<file path="config.mk">
export PLATFORM = sky130hd
export DESIGN_NAME = spi_mem_arbiter
export DESIGN_NICKNAME = d
export VERILOG_FILES = /design/src/rtl/spi_mem_arbiter_pkg.sv /design/src/rtl/spi_mem_arbiter_rr_arb2.sv /design/src/rtl/spi_mem_arbiter.sv
export SDC_FILE = /design/constraint.sdc
export NUM_CORES = 1
export LEC_CHECK = 0
export ABC_AREA = 1
export CORE_MARGIN = 2
export CORE_UTILIZATION = 32
export CTS_CLUSTER_SIZE = 28
export DETAILED_ROUTE_END_ITERATION = 16
export PLACE_DENSITY = 0.62
export SLEW_MARGIN = 20
export SYNTH_ARGS = -nofsm -noshare
export SYNTH_HDL_FRONTEND = slang
export SYNTH_SLANG_ARGS = --single-unit
</file>
<file path="constraint.sdc">
create_clock -name clk -period 5.4 [get_ports clk]
set_input_delay 0.54 -clock clk [delete_from_list [all_inputs] [get_ports clk]]
set_output_delay 0.54 -clock clk [all_outputs]
set_load 0.005 [all_outputs]
</file>
<file path="src/rtl/spi_mem_arbiter_pkg.sv">
`default_nettype none
// +-------------------------------------------------------------------------+
// | spi_arb_pkg                                                             |
// | Shared types and constants for the SPI memory read arbiter.             |
// | Revision: 1.0                                                           |
// +-------------------------------------------------------------------------+
package spi_arb_pkg;

    localparam int ADDR_W = 16;
    localparam int DATA_W = 16;

    localparam logic PORT_IF = 1'b0;
    localparam logic PORT_D  = 1'b1;

    typedef enum logic [1:0] {
        IDLE  = 2'd0,
        ISSUE = 2'd1,
        WAIT  = 2'd2,
        RESP  = 2'd3
    } arb_state_t;

endpackage
`default_nettype wire

</file>
<file path="src/rtl/spi_mem_arbiter_rr_arb2.sv">
`default_nettype none
// +-------------------------------------------------------------------------+
// | rr_arb2                                                                 |
// | Two-way request picker with a last-grant pointer (round-robin or fixed).|
// | Revision: 1.0                                                           |
// +-------------------------------------------------------------------------+
module rr_arb2
    import spi_arb_pkg::*;
#(
    parameter bit RR_EN = 1'b1
) (
    input  logic       clk,
    input  logic       rst_n,
    input  logic [1:0] req,
    input  logic       grant_en,
    output logic       gnt_id,
    output logic       gnt_valid
);

    logic r_last;

    always_comb begin
        gnt_valid = |req;
        gnt_id    = PORT_IF;
        if (req == 2'b11) begin
            gnt_id = RR_EN ? ~r_last : PORT_IF;
        end else if (req[1]) begin
            gnt_id = PORT_D;
        end
    end

    // Reset value makes ifetch the preferred port on the first contested cycle.
    always_ff @(posedge clk) begin
        if (!rst_n) begin
            r_last <= PORT_D;
        end else if (grant_en && gnt_valid) begin
            r_last <= gnt_id;
        end
    end

endmodule
`default_nettype wire

</file>
<file path="src/rtl/spi_mem_arbiter.sv">
`default_nettype none
// +-------------------------------------------------------------------------+
// | spi_mem_arbiter                                                         |
// | Shares one SPI read engine between ifetch and data ports, with watchdog.|
// | Revision: 1.0                                                           |
// +-------------------------------------------------------------------------+
module spi_mem_arbiter
    import spi_arb_pkg::*;
#(
    parameter bit RR_EN          = 1'b1,
    parameter int TIMEOUT_CYCLES = 256
) (
    input  logic              clk,
    input  logic              rst_n,
    input  logic              if_req,
    input  logic [ADDR_W-1:0] if_addr,
    output logic [DATA_W-1:0] if_rdata,
    output logic              if_done,
    output logic              if_err,
    input  logic              d_req,
    input  logic [ADDR_W-1:0] d_addr,
    output logic [DATA_W-1:0] d_rdata,
    output logic              d_done,
    output logic              d_err,
    output logic              mem_start,
    output logic [ADDR_W-1:0] mem_addr,
    input  logic [DATA_W-1:0] mem_rdata,
    input  logic              mem_done,
    output logic              mem_abort,
    output logic              busy,
    output logic              grant_id
);

    localparam int CNT_W = (TIMEOUT_CYCLES > 0) ? $clog2(TIMEOUT_CYCLES + 1) : 1;
    localparam logic [CNT_W-1:0] c_timeout_last =
        CNT_W'((TIMEOUT_CYCLES > 0) ? TIMEOUT_CYCLES - 1 : 0);

    arb_state_t        r_state, w_next_state;
    logic [CNT_W-1:0]  r_cnt;
    logic              r_err;
    logic              r_grant;
    logic [ADDR_W-1:0] r_mem_addr;
    logic [DATA_W-1:0] r_if_rdata, r_d_rdata;
    logic              w_gnt_id, w_gnt_valid, w_grant_en, w_timeout;

    rr_arb2 #(.RR_EN(RR_EN)) u_arb (
        .clk       (clk),
        .rst_n     (rst_n),
        .req       ({d_req, if_req}),
        .grant_en  (w_grant_en),
        .gnt_id    (w_gnt_id),
        .gnt_valid (w_gnt_valid)
    );

    assign w_timeout = (TIMEOUT_CYCLES != 0) && (r_cnt == c_timeout_last);

    always_ff @(posedge clk) begin
        if (!rst_n) begin
            r_state <= IDLE;
        end else begin
            r_state <= w_next_state;
        end
    end

    always_comb begin
        w_next_state = r_state;
        w_grant_en   = 1'b0;
        mem_start    = 1'b0;
        mem_abort    = 1'b0;
        case (r_state)
            IDLE: begin
                if (w_gnt_valid) begin
                    w_grant_en   = 1'b1;
                    w_next_state = ISSUE;
                end
            end
            ISSUE: begin
                mem_start    = 1'b1;
                w_next_state = WAIT;
            end
            WAIT: begin
                // A completion arriving on the timeout cycle takes precedence.
                if (mem_done) begin
                    w_next_state = RESP;
                end else if (w_timeout) begin
                    mem_abort    = 1'b1;
                    w_next_state = RESP;
                end
            end
            RESP:    w_next_state = IDLE;
            default: w_next_state = IDLE;
        endcase
    end

    always_ff @(posedge clk) begin
        if (!rst_n) begin
            r_cnt      <= '0;
            r_err      <= 1'b0;
            r_grant    <= PORT_IF;
            r_mem_addr <= '0;
            r_if_rdata <= '0;
            r_d_rdata  <= '0;
        end else begin
            if (w_grant_en) begin
                r_grant    <= w_gnt_id;
                r_mem_addr <= (w_gnt_id == PORT_D) ? d_addr : if_addr;
            end
            if (r_state == ISSUE) begin
                r_cnt <= '0;
            end else if (r_state == WAIT && r_cnt != {CNT_W{1'b1}}) begin
                r_cnt <= r_cnt + CNT_W'(1);
            end
            if (r_state == WAIT && (mem_done || w_timeout)) begin
                r_err <= !mem_done;
                if (r_grant == PORT_D) begin
                    r_d_rdata <= mem_done ? mem_rdata : '0;
                end else begin
                    r_if_rdata <= mem_done ? mem_rdata : '0;
                end
            end
        end
    end

    assign busy     = (r_state != IDLE);
    assign grant_id = r_grant;
    assign mem_addr = r_mem_addr;
    assign if_rdata = r_if_rdata;
    assign d_rdata  = r_d_rdata;
    assign if_done  = (r_state == RESP) && (r_grant == PORT_IF);
    assign d_done   = (r_state == RESP) && (r_grant == PORT_D);
    assign if_err   = if_done && r_err;
    assign d_err    = d_done && r_err;

endmodule
`default_nettype wire

</file>
After elaboration in Yosys (flattened, before gate mapping)
Index checks and enable logic that the tools add are counted.

word-level totals
  latch bits = 0
  memory bits (read-only) = 0
  bits in writable memories = 0
  memories = 0
  register bits after elaboration = 62
  input bits = 53
  output and inout bits = 56
  word-level logic and storage cells = 50

operators by class
  shifts and indexed selects = 0
  reduce and logical (&&, ||, !) cells = 16
  add/subtract/negate cells = 1
  magnitude comparators = 0
  multiplexer cells = 14
  div/mod/pow operators = 0
  bitwise operators = 3
  eq/ne operators = 8
  $mul = 0

operator list
  operator                                                                 number
  16-bit two-way mux                                                       2
  9-bit by 1-bit adder with 9-bit output, second input constant            1
  9-bit by 8-bit == test with 1-bit output, second input constant          1
  9-bit inequality test, second input constant                             1
  1-bit two-way mux                                                        8
  2-bit case mux with 4 select lines                                       1
  1-bit logical AND                                                        7
  2-bit == test, second input constant                                     3
  2-bit two-way mux                                                        3
  2-bit AND reduction                                                      3
  2-bit OR reduction                                                       2
  3-bit inequality test, second input constant                             1
  1-bit NOT                                                                3
  2-bit by 1-bit == test with 1-bit output, second input constant          1
  2-bit zero test                                                          1
  2-bit by 1-bit inequality test with 1-bit output, second input constant  1
  2-bit nonzero test                                                       1
  1-bit zero test                                                          1
  1-bit logical OR                                                         1

Longest topological paths before layout
Gate-level depths: netlist of run 1.

  depth after elaboration = 4
  mapped depth = 10
  gate-level depth less buffers = 10

By module
A second synthesis of run 1 with hierarchy kept.

second synthesis, totals
  cell total of the unflattened synthesis = 372
  area total of the unflattened synthesis = 2,810.2 µm²

modules (own cells, without submodules)
  module           area an instance (µm²)  times used  cells an instance  seq. area each (µm²)
  spi_mem_arbiter  2,753.9                 1           364                1,221.2
  rr_arb2          56.3                    1           8                  20.0

Worst setup path before layout of run 1
Ideal clock, no wire load.

  kind = register to register
  start point = register r_cnt[0]
  end point = register r_d_rdata[10], in the netlist d_rdata[10]
  path buffers = 1
  library setup time = 0.132 ns
  period minus slack after synthesis = 1.856 ns
  arrival time = 1.723 ns
  path slack = 3.544 ns
  cell stages (with the launch flop) = 11
  cell sequence = dfxtp_1 ha_1 inv_1 nor4_1 ha_1 inv_1 nand2_1 nand3_2 buf_2 nand2_1 a21oi_1

between the ends
  cells in the longest elaborated chain, start to end = 4

ends and longest elaborated chain
  item                                      RTL line                source
  start: declaration                        spi_mem_arbiter.sv:39   logic [CNT_W-1:0] r_cnt;
  start signal: assignment                  spi_mem_arbiter.sv:111  r_cnt <= r_cnt + CNT_W'(1);
  9-bit by 8-bit == test with 1-bit output  spi_mem_arbiter.sv:55   assign w_timeout = (TIMEOUT_CYCLES != 0) && (r_cnt == c_timeout_last);
  1-bit logical OR                          spi_mem_arbiter.sv:113  if (r_state == WAIT && (mem_done || w_timeout)) begin
  1-bit logical AND                         spi_mem_arbiter.sv:113
  2-bit AND reduction (no line)             --
  end signal: assignment                    spi_mem_arbiter.sv:116  r_d_rdata <= mem_done ? mem_rdata : '0;
  end: declaration                          spi_mem_arbiter.sv:43   logic [DATA_W-1:0] r_if_rdata, r_d_rdata;

Every way passes these cells.
A chain may end at the register's enable or synchronous reset.

Worst setup path in the final report of run 1
  start point = register r_cnt[0]
  end point = output mem_abort

between the ends
  cells in the longest elaborated chain, start to end = 4

ends and longest elaborated chain
  item                                      RTL line               source
  9-bit by 8-bit == test with 1-bit output  spi_mem_arbiter.sv:55
  1-bit two-way mux                         spi_mem_arbiter.sv:85  end else if (w_timeout) begin
  1-bit two-way mux                         spi_mem_arbiter.sv:83  if (mem_done) begin
  1-bit two-way mux                         spi_mem_arbiter.sv:70  case (r_state)
  end: declaration                          spi_mem_arbiter.sv:29  output logic mem_abort,

Every way passes these cells.

==> out/qor.csv, run 1 <==
stage,metric,value,unit
timing,Period minus WS final,2.82,ns
finish,footprint of the multi-input gates,0.00131,sq mm
clocking,CTS root buf,clkbuf_8,
die,initial core utilization,32.6,%
drt,ANT nets after route,0,
power,Psw,474,uW
setup_path,crit path DAT,2.28,ns
power,switch share,31.9,%
setup_path,Worst EP required,4.86,ns
finish,Layout Nets,559,
timing,Slew @ Worst Pin,0.946,ns
worst_hold_path,Hold Crit Class,reg2reg,
power,Clock power frac,27.9,%
placement,dpl cells,595,
power,Internal Power,1.01,mW
power,Comb power frac,32.8,%
setup_path,CP Max Fanout,3,
yosys,synthesized instance count,400,
run_status,status,finished clean,
setup_path,R2R Setup Slk,3.13,ns
placement,post-DP HPWL,5230,um
clocking,TritonCTS clock tree,done,
run,max_cap viols,0,
clocking,cts hold-fix bufs,0,
die,placeable core area,0.00859,sq mm
drt,router iterations before antenna repair,4,
power,P_leak,1.66,nW
power,Overall Power,1.48,mW
clocking,Clock Sinks,62,
drt,DR iter-0 viols,91,
finish,Sequential cell area,0.00124,sq mm
drt,number of remaining DRC errors,0,
clocking,Post-CTS Resized,0,
drt,wire length per cell,12.3,um
yosys,#FFs+latches synth,62,
finish,ant diodes,0,
yosys,sequential area share after synthesis,44.2,%
die,Die W,97.6,um
die,chip height,97.6,um
timing,unrepaired setup endpoints after global routing,no,
grt,initial antenna violation count,0,
finish,share of cells above drive strength 1,4.58,%
yosys,syn_area_per_cell,7.01,sq um
die,Std-Cell Rows,34,
yosys,Netlist cell types,21,
finish,Finished Layout Cells,610,
grt,GR Overflow Total,0,
clocking,Clock transition at path regs,0.06,ns
timing,"Hold Vio Cnt, Final",0,
placement,port buffer count,108,
drt,vias per cell,4.69,
clocking,maximum root-to-sink buffer count,2,
yosys,Ys Warns,0,
drt,vias,2863,
setup_path,Worst setup SP type,register,
timing,Slew Limit Fails,0,
power,Worst VDD drop,0.144,mV
grt,Global Route Usage Sum,15.9,%
yosys,Synth Cell Area,0.00281,sq mm
die,# IOs,109,
setup_path,critical path type,reg2out,
timing,slew margin rel.,36.8,%
placement,Placer Congestion,0.756,
clocking,H-tree Lvls,3,
finish,fill count,871,
grt,largest net degree at the start of global routing,41,
drt,DRT Wirelength,7500,um
finish,area added between synthesis and finish,47.3,%
die,Die Area,0.00953,sq mm
yosys,Synthesized Nets,461,
grt,vias in the first global route,2717,
power,pwr/cell area,359,mW/mm^2
timing,Worst Clk Skew,0.00788,ns
timing,Setup TNS,0,ns
clocking,CTS Buf Count,9,
grt,first-pass GRT wire length,12400,um
clocking,Worst-Skew Late Latency,0.33,ns
power,Seq pwr share,39.3,%
setup_path,Critical Path Sink Type,primary output,
timing,final setup fails,0,
timing,Fmax,355,MHz
timing,fraction of the cycle the final worst path needs,52.2,%
clocking,setup bufs post-CTS,0,
state kept, by name (all words and copies together) (netlist names):
signal / cells
d_rdata: 16
r_state: 2
mem_addr: 16
r_cnt: 9
if_rdata: 16
u_arb.r_last: 1
r_err: 1
grant_id: 1
path summary, 6_finish.rpt:
path / start / end / cells past startpoint
hold reg to reg: d_rdata[9]$_SDFFE_PN0P_ / d_rdata[9]$_SDFFE_PN0P_ / 2
setup / recovery: r_cnt[0]$_SDFFE_PP0P_ / mem_abort / 7
setup reg to reg: r_cnt[0]$_SDFFE_PP0P_ / d_rdata[6]$_SDFFE_PN0P_ / 9
hold / removal: d_rdata[9]$_SDFFE_PN0P_ / d_rdata[9]$_SDFFE_PN0P_ / 2
Yosys cell counts:
| cell type | n | area [sq um] |
|---|---|---|
| dfxtp_1 | 62 | 1240 |
| o21ai_0 | 17 | 85.1 |
| buf_2 | 9 | 45.0 |
| ha_1 | 8 | 100 |
| nor2_2 | 1 | 6.26 |
| nand2_1 | 91 | 342 |
| nand4_1 | 33 | 206 |
| nor4_1 | 1 | 6.26 |
| nand3_1 | 11 | 55.1 |
| nor2_1 | 69 | 259 |
| buf_4 | 4 | 30.0 |
| o21ai_1 | 1 | 5.00 |
| xor2_1 | 2 | 17.5 |
| clkbuf_1 | 8 | 30.0 |
| nand3_2 | 2 | 20.0 |
| a21oi_1 | 38 | 190 |
| a211oi_1 | 1 | 7.51 |
| nor3_1 | 1 | 5.00 |
| inv_2 | 3 | 11.3 |
| inv_1 | 36 | 135 |
| buf_1 | 2 | 7.51 |
cell families after synthesis:
kind of cell | count (synthesis) | share of synthesized area (%)
and+or+nand+nor | 209 | 32.1
buffers and inverters | 62 | 9.23
adders and majority gates | 8 | 3.57
DFF | 62 | 44.2
AOI/OAI and AO/OA | 57 | 10.3
xor gates and xnor gates | 2 | 0.625
routing by layer:
| layer | routed length [um] | share of wire [%] | GRT usage [%] |
|---|---|---|---|
| met1 | 3430 | 46 | 19.5 |
| met4 | 99 | 1.3 | 6.73 |
| met3 | 601 | 8.0 | 4.96 |
| met5 | 0 | 0 | 0 |
| met2 | 3370 | 45 | 25.9 |
cell usage in the layout, fill, tap and decap left out, types with 8 or more instances in the layout:
cell type,n
a21oi_1,38
clkbuf_8,12
clkdlybuf4s50_1,108
dfxtp_1,62
ha_1,8
inv_1,36
nand2_1,91
nand3_1,11
nand4_1,33
nor2_1,69
o21ai_0,17
metrics by stage:
stage / cell area [sq um] / util, % / setup slack (ns) / hold WS (ns)
3_3_place_gp: 3920 / 45.7 / 2.80 / 0.440
2_1_floorplan: 2810 / - / 3.54 / 0.429
5_1_grt: 4130 / 48.1 / 2.35 / 0.484
4_1_cts: 4130 / 48.1 / 2.52 / 0.463
3_5_place_dp: 3920 / 45.7 / 2.71 / 0.449
6_report: 4130 / 48.1 / 2.58 / 0.460
final cells by class:
class	count	area share [%]
Multi-Input combinational cell	276	31.6
Timing Repair Buffer	110	26.5
Inverter	39	3.54
Clock inverter	3	1.03
Tap cell	108	3.27
Sequential cell	62	30.0
Clock buffer	12	4.00
worst max-delay path, stage by stage, from the launching register on:
cell	delay, ns
dfxtp_1	0.37
ha_1	0.19
inv_1	0.06
nor4_1	0.44
ha_1	0.25
nand3_1	0.10
inv_1	0.06
clkdlybuf4s50_1	0.49
power groups by stage:
stage,Clock (mW),Sequential [mW],Combinational (mW)
3_5_place_dp,0,0.591,0.487
5_1_grt,0.448,0.591,0.553
3_3_place_gp,0,0.590,0.483
6_report,0.415,0.583,0.487
4_1_cts,0.431,0.583,0.491
2_1_floorplan,0,0.582,0.274
No activity file was read; power rests on OpenSTA's default activity.
==> run 2, diff against run 1 <==
--- a/config.mk
+++ b/config.mk
@@ -10,7 +10,7 @@
 export CORE_UTILIZATION = 32
 export CTS_CLUSTER_SIZE = 28
 export DETAILED_ROUTE_END_ITERATION = 16
-export PLACE_DENSITY = 0.62
+export PLACE_DENSITY = 0.64
 export SLEW_MARGIN = 20
 export SYNTH_ARGS = -nofsm -noshare
 export SYNTH_HDL_FRONTEND = slang
==> constraint.sdc (replaced) <==
create_clock -name clk -period 2.3 [get_ports clk]
set_input_delay 0.23 -clock clk [delete_from_list [all_inputs] [get_ports clk]]
set_output_delay 0.23 -clock clk [all_outputs]
set_load 0.005 [all_outputs]
==> out/qor.csv, run 2 (synthesis gave the netlist of run 1 again) <==
stage,metric,value,unit,change
setup_path,"CP delay by family, top",buffers and inverters,,
power,P_leak,1.71,nW,+3.0%
worst_hold_path,Hold Path Cell Cnt,2,,unchanged
placement,dpl cells,601,,+1.0%
finish,share of cells above drive strength 1,7.48,%,+2.9 points
timing,Fmax,461,MHz,
drt,vias,2913,,+1.7%
setup_path,slowest stage cell on the critical path,clkdlybuf4s50_1,,
setup_path,number of buffers and inverters on the critical path,3,,unchanged
placement,Placer Congestion,0.834,,+10%
drt,ANT nets after route,0,,unchanged
die,# IOs,109,,unchanged
timing,Setup TNS,0,ns,unchanged
drt,router iterations before antenna repair,4,,unchanged
setup_path,R2R Setup Slk,0.45,ns,-2.68 ns
die,Std-Cell Rows,34,,unchanged
clocking,Clock Sinks,62,,unchanged
grt,initial antenna violation count,0,,unchanged
grt,largest net degree at the start of global routing,36,,-12%
die,Die Area,0.00953,sq mm,unchanged
finish,"most common cell after layout, fill and taps aside",clkdlybuf4s50_1,,
setup_path,critical path depth in cells,7,,unchanged
clocking,CTS Buf Count,9,,unchanged
setup_path,Critical Path Sink Type,primary output,,
grt,GR Overflow Total,0,,unchanged
setup_path,critical path type,reg2out,,
power,Overall Power,3.53,mW,+140%
clocking,Clock transition at path regs,0.07,ns,about the same
drt,DR iter-0 viols,77,,-15%
timing,slew margin rel.,75.5,%,+39 points
timing,fraction of the cycle the final worst path needs,94.4,%,
clocking,maximum root-to-sink buffer count,2,,unchanged
timing,Slew @ Worst Pin,0.367,ns,-0.579 ns
grt,first-pass GRT wire length,12500,um,+1.1%
worst_hold_path,Hold Crit Class,reg2reg,,
timing,Slew Limit Fails,0,,unchanged
drt,wire length per cell,12.3,um,-0.27%
setup_path,critical-path cell list,ha_1 -> inv_1 -> nor4_4 -> ha_2 -> nand3_1 -> inv_1 -> clkdlybuf4s50_1,,
finish,ant diodes,0,,unchanged
finish,Finished Layout Cells,616,,+0.98%
die,placeable core area,0.00859,sq mm,unchanged
grt,vias in the first global route,2728,,+0.40%
timing,final setup fails,0,,unchanged
run,max_cap viols,0,,unchanged
drt,DRT Wirelength,7550,um,+0.71%
setup_path,CP Max Fanout,3,,unchanged
clocking,cts hold-fix bufs,0,,unchanged
setup_path,Worst setup SP type,register,,
clocking,TritonCTS clock tree,done,,
setup_path,Worst EP required,2.07,ns,-2.79 ns
clocking,CTS root buf,clkbuf_8,,
die,chip height,97.6,um,unchanged
setup_path,largest stage delay on the critical path,0.49,ns,about the same
placement,post-DP HPWL,5350,um,+2.3%
setup_path,most frequent CP cell,inv_1,,
die,initial core utilization,32.6,%,unchanged
run_status,status,finished clean,,
setup_path,crit path DAT,1.94,ns,-0.34 ns
setup_path,Worst R2R Path Depth,9,,unchanged
clocking,setup bufs post-CTS,0,,unchanged
finish,Layout Nets,565,,+1.1%
clocking,H-tree Lvls,3,,unchanged
grt,Global Route Usage Sum,16.0,%,+0.090 points
timing,Worst Clk Skew,0.00750,ns,-0.000383 ns
drt,number of remaining DRC errors,0,,unchanged
clocking,Worst-Skew Late Latency,0.33,ns,about the same
finish,area added between synthesis and finish,49.9,%,
die,Die W,97.6,um,unchanged
timing,unrepaired setup endpoints after global routing,no,,
timing,Period minus WS final,2.17,ns,
power,pwr/cell area,840,mW/mm^2,+130%
placement,port buffer count,108,,unchanged
timing,"Hold Vio Cnt, Final",0,,unchanged
power,Worst VDD drop,0.382,mV,+170%
finish,most frequent cells in the layout,"clkdlybuf4s50_1 (108), nand2_1 (89), nor2_1 (69)",,
drt,vias per cell,4.73,,+0.76%
## run 2: changes by cell type in the layout (fill, tap and decap cells not counted), moves of 2 or more
| cell | change |
|---|---|
| buf_4 | +6 |
| dfxtp_1 | -5 |
| dfxtp_2 | +5 |
| nand2_1 | -2 |
| nand2_2 | +2 |
## run 2: tightest hold or removal path, delay by kind of cell, from the launching register on
| kind | cells | cell delay (ns) |
|---|---|---|
| AO/OA/AOI/OAI | 1 | 0.05 |
| AND/OR/NAND/NOR | 1 | 0.06 |
| flip-flops | 1 | 0.31 |
## run 2: power breakdown
group,total (mW),internal [mW],switching [mW]
Sequential,1.35,1.25,0.102
Clock,0.993,0.582,0.412
Combinational,1.19,0.569,0.621
## run 2: final timing paths
| path | from | end |
|---|---|---|
| worst max register to register | r_cnt[0]$_SDFFE_PP0P_ | d_rdata[11]$_SDFFE_PN0P_ |
| worst min-delay path | d_rdata[0]$_SDFFE_PN0P_ | d_rdata[0]$_SDFFE_PN0P_ |
| worst max-delay path | r_cnt[0]$_SDFFE_PP0P_ | mem_abort |
| worst min register to register | d_rdata[0]$_SDFFE_PN0P_ | d_rdata[0]$_SDFFE_PN0P_ |
## run 2: per-layer routing
layer | vias up | GRT usage [%] | wire [um]
li1 | 1501 | - | -
met1 | 1291 | 19.1 | 3370
met2 | 109 | 26.2 | 3420
met3 | 12 | 5.61 | 599
met4 | 0 | 6.73 | 161
met5 | - | 0 | 0
## run 2: cell type report
cell class,count,area [sq um]
fillers,847,4390
clock inverters,3,42.5
inverters,39,146
multi-input cells,276,1330
repair buffers,116,1140
well taps,108,135
clock buffers,12,165
flip-flops and latches,62,1250
## run 2: repair_timing
item	in CTS	in global routing
gates resized for setup	4	6
setup endpoints to repair	1	1
pin swaps	2	0
## run 2: stage by stage
stage	area [sq um]	setup WS (ns)	utilization, %	hold WS (ns)
after CTS	4200	0.0223	48.8	0.464
after floorplan	2810	0.444	-	0.401
after global placement	3970	0.236	46.2	0.440
final	4210	0.128	48.9	0.462
after global routing	4210	0.00425	48.9	0.482
after detailed placement	3970	0.120	46.2	0.455
==> run 3, diff against run 2 <==
--- a/config.mk
+++ b/config.mk
@@ -8,6 +8,7 @@
 export ABC_AREA = 1
 export CORE_MARGIN = 2
 export CORE_UTILIZATION = 32
+export CTS_BUF_LIST = sky130_fd_sc_hd__clkbuf_8
 export CTS_CLUSTER_SIZE = 28
 export DETAILED_ROUTE_END_ITERATION = 16
 export PLACE_DENSITY = 0.64
==> results of run 3 <==
Final layout, timing and power as in run 2 (identical DEF).
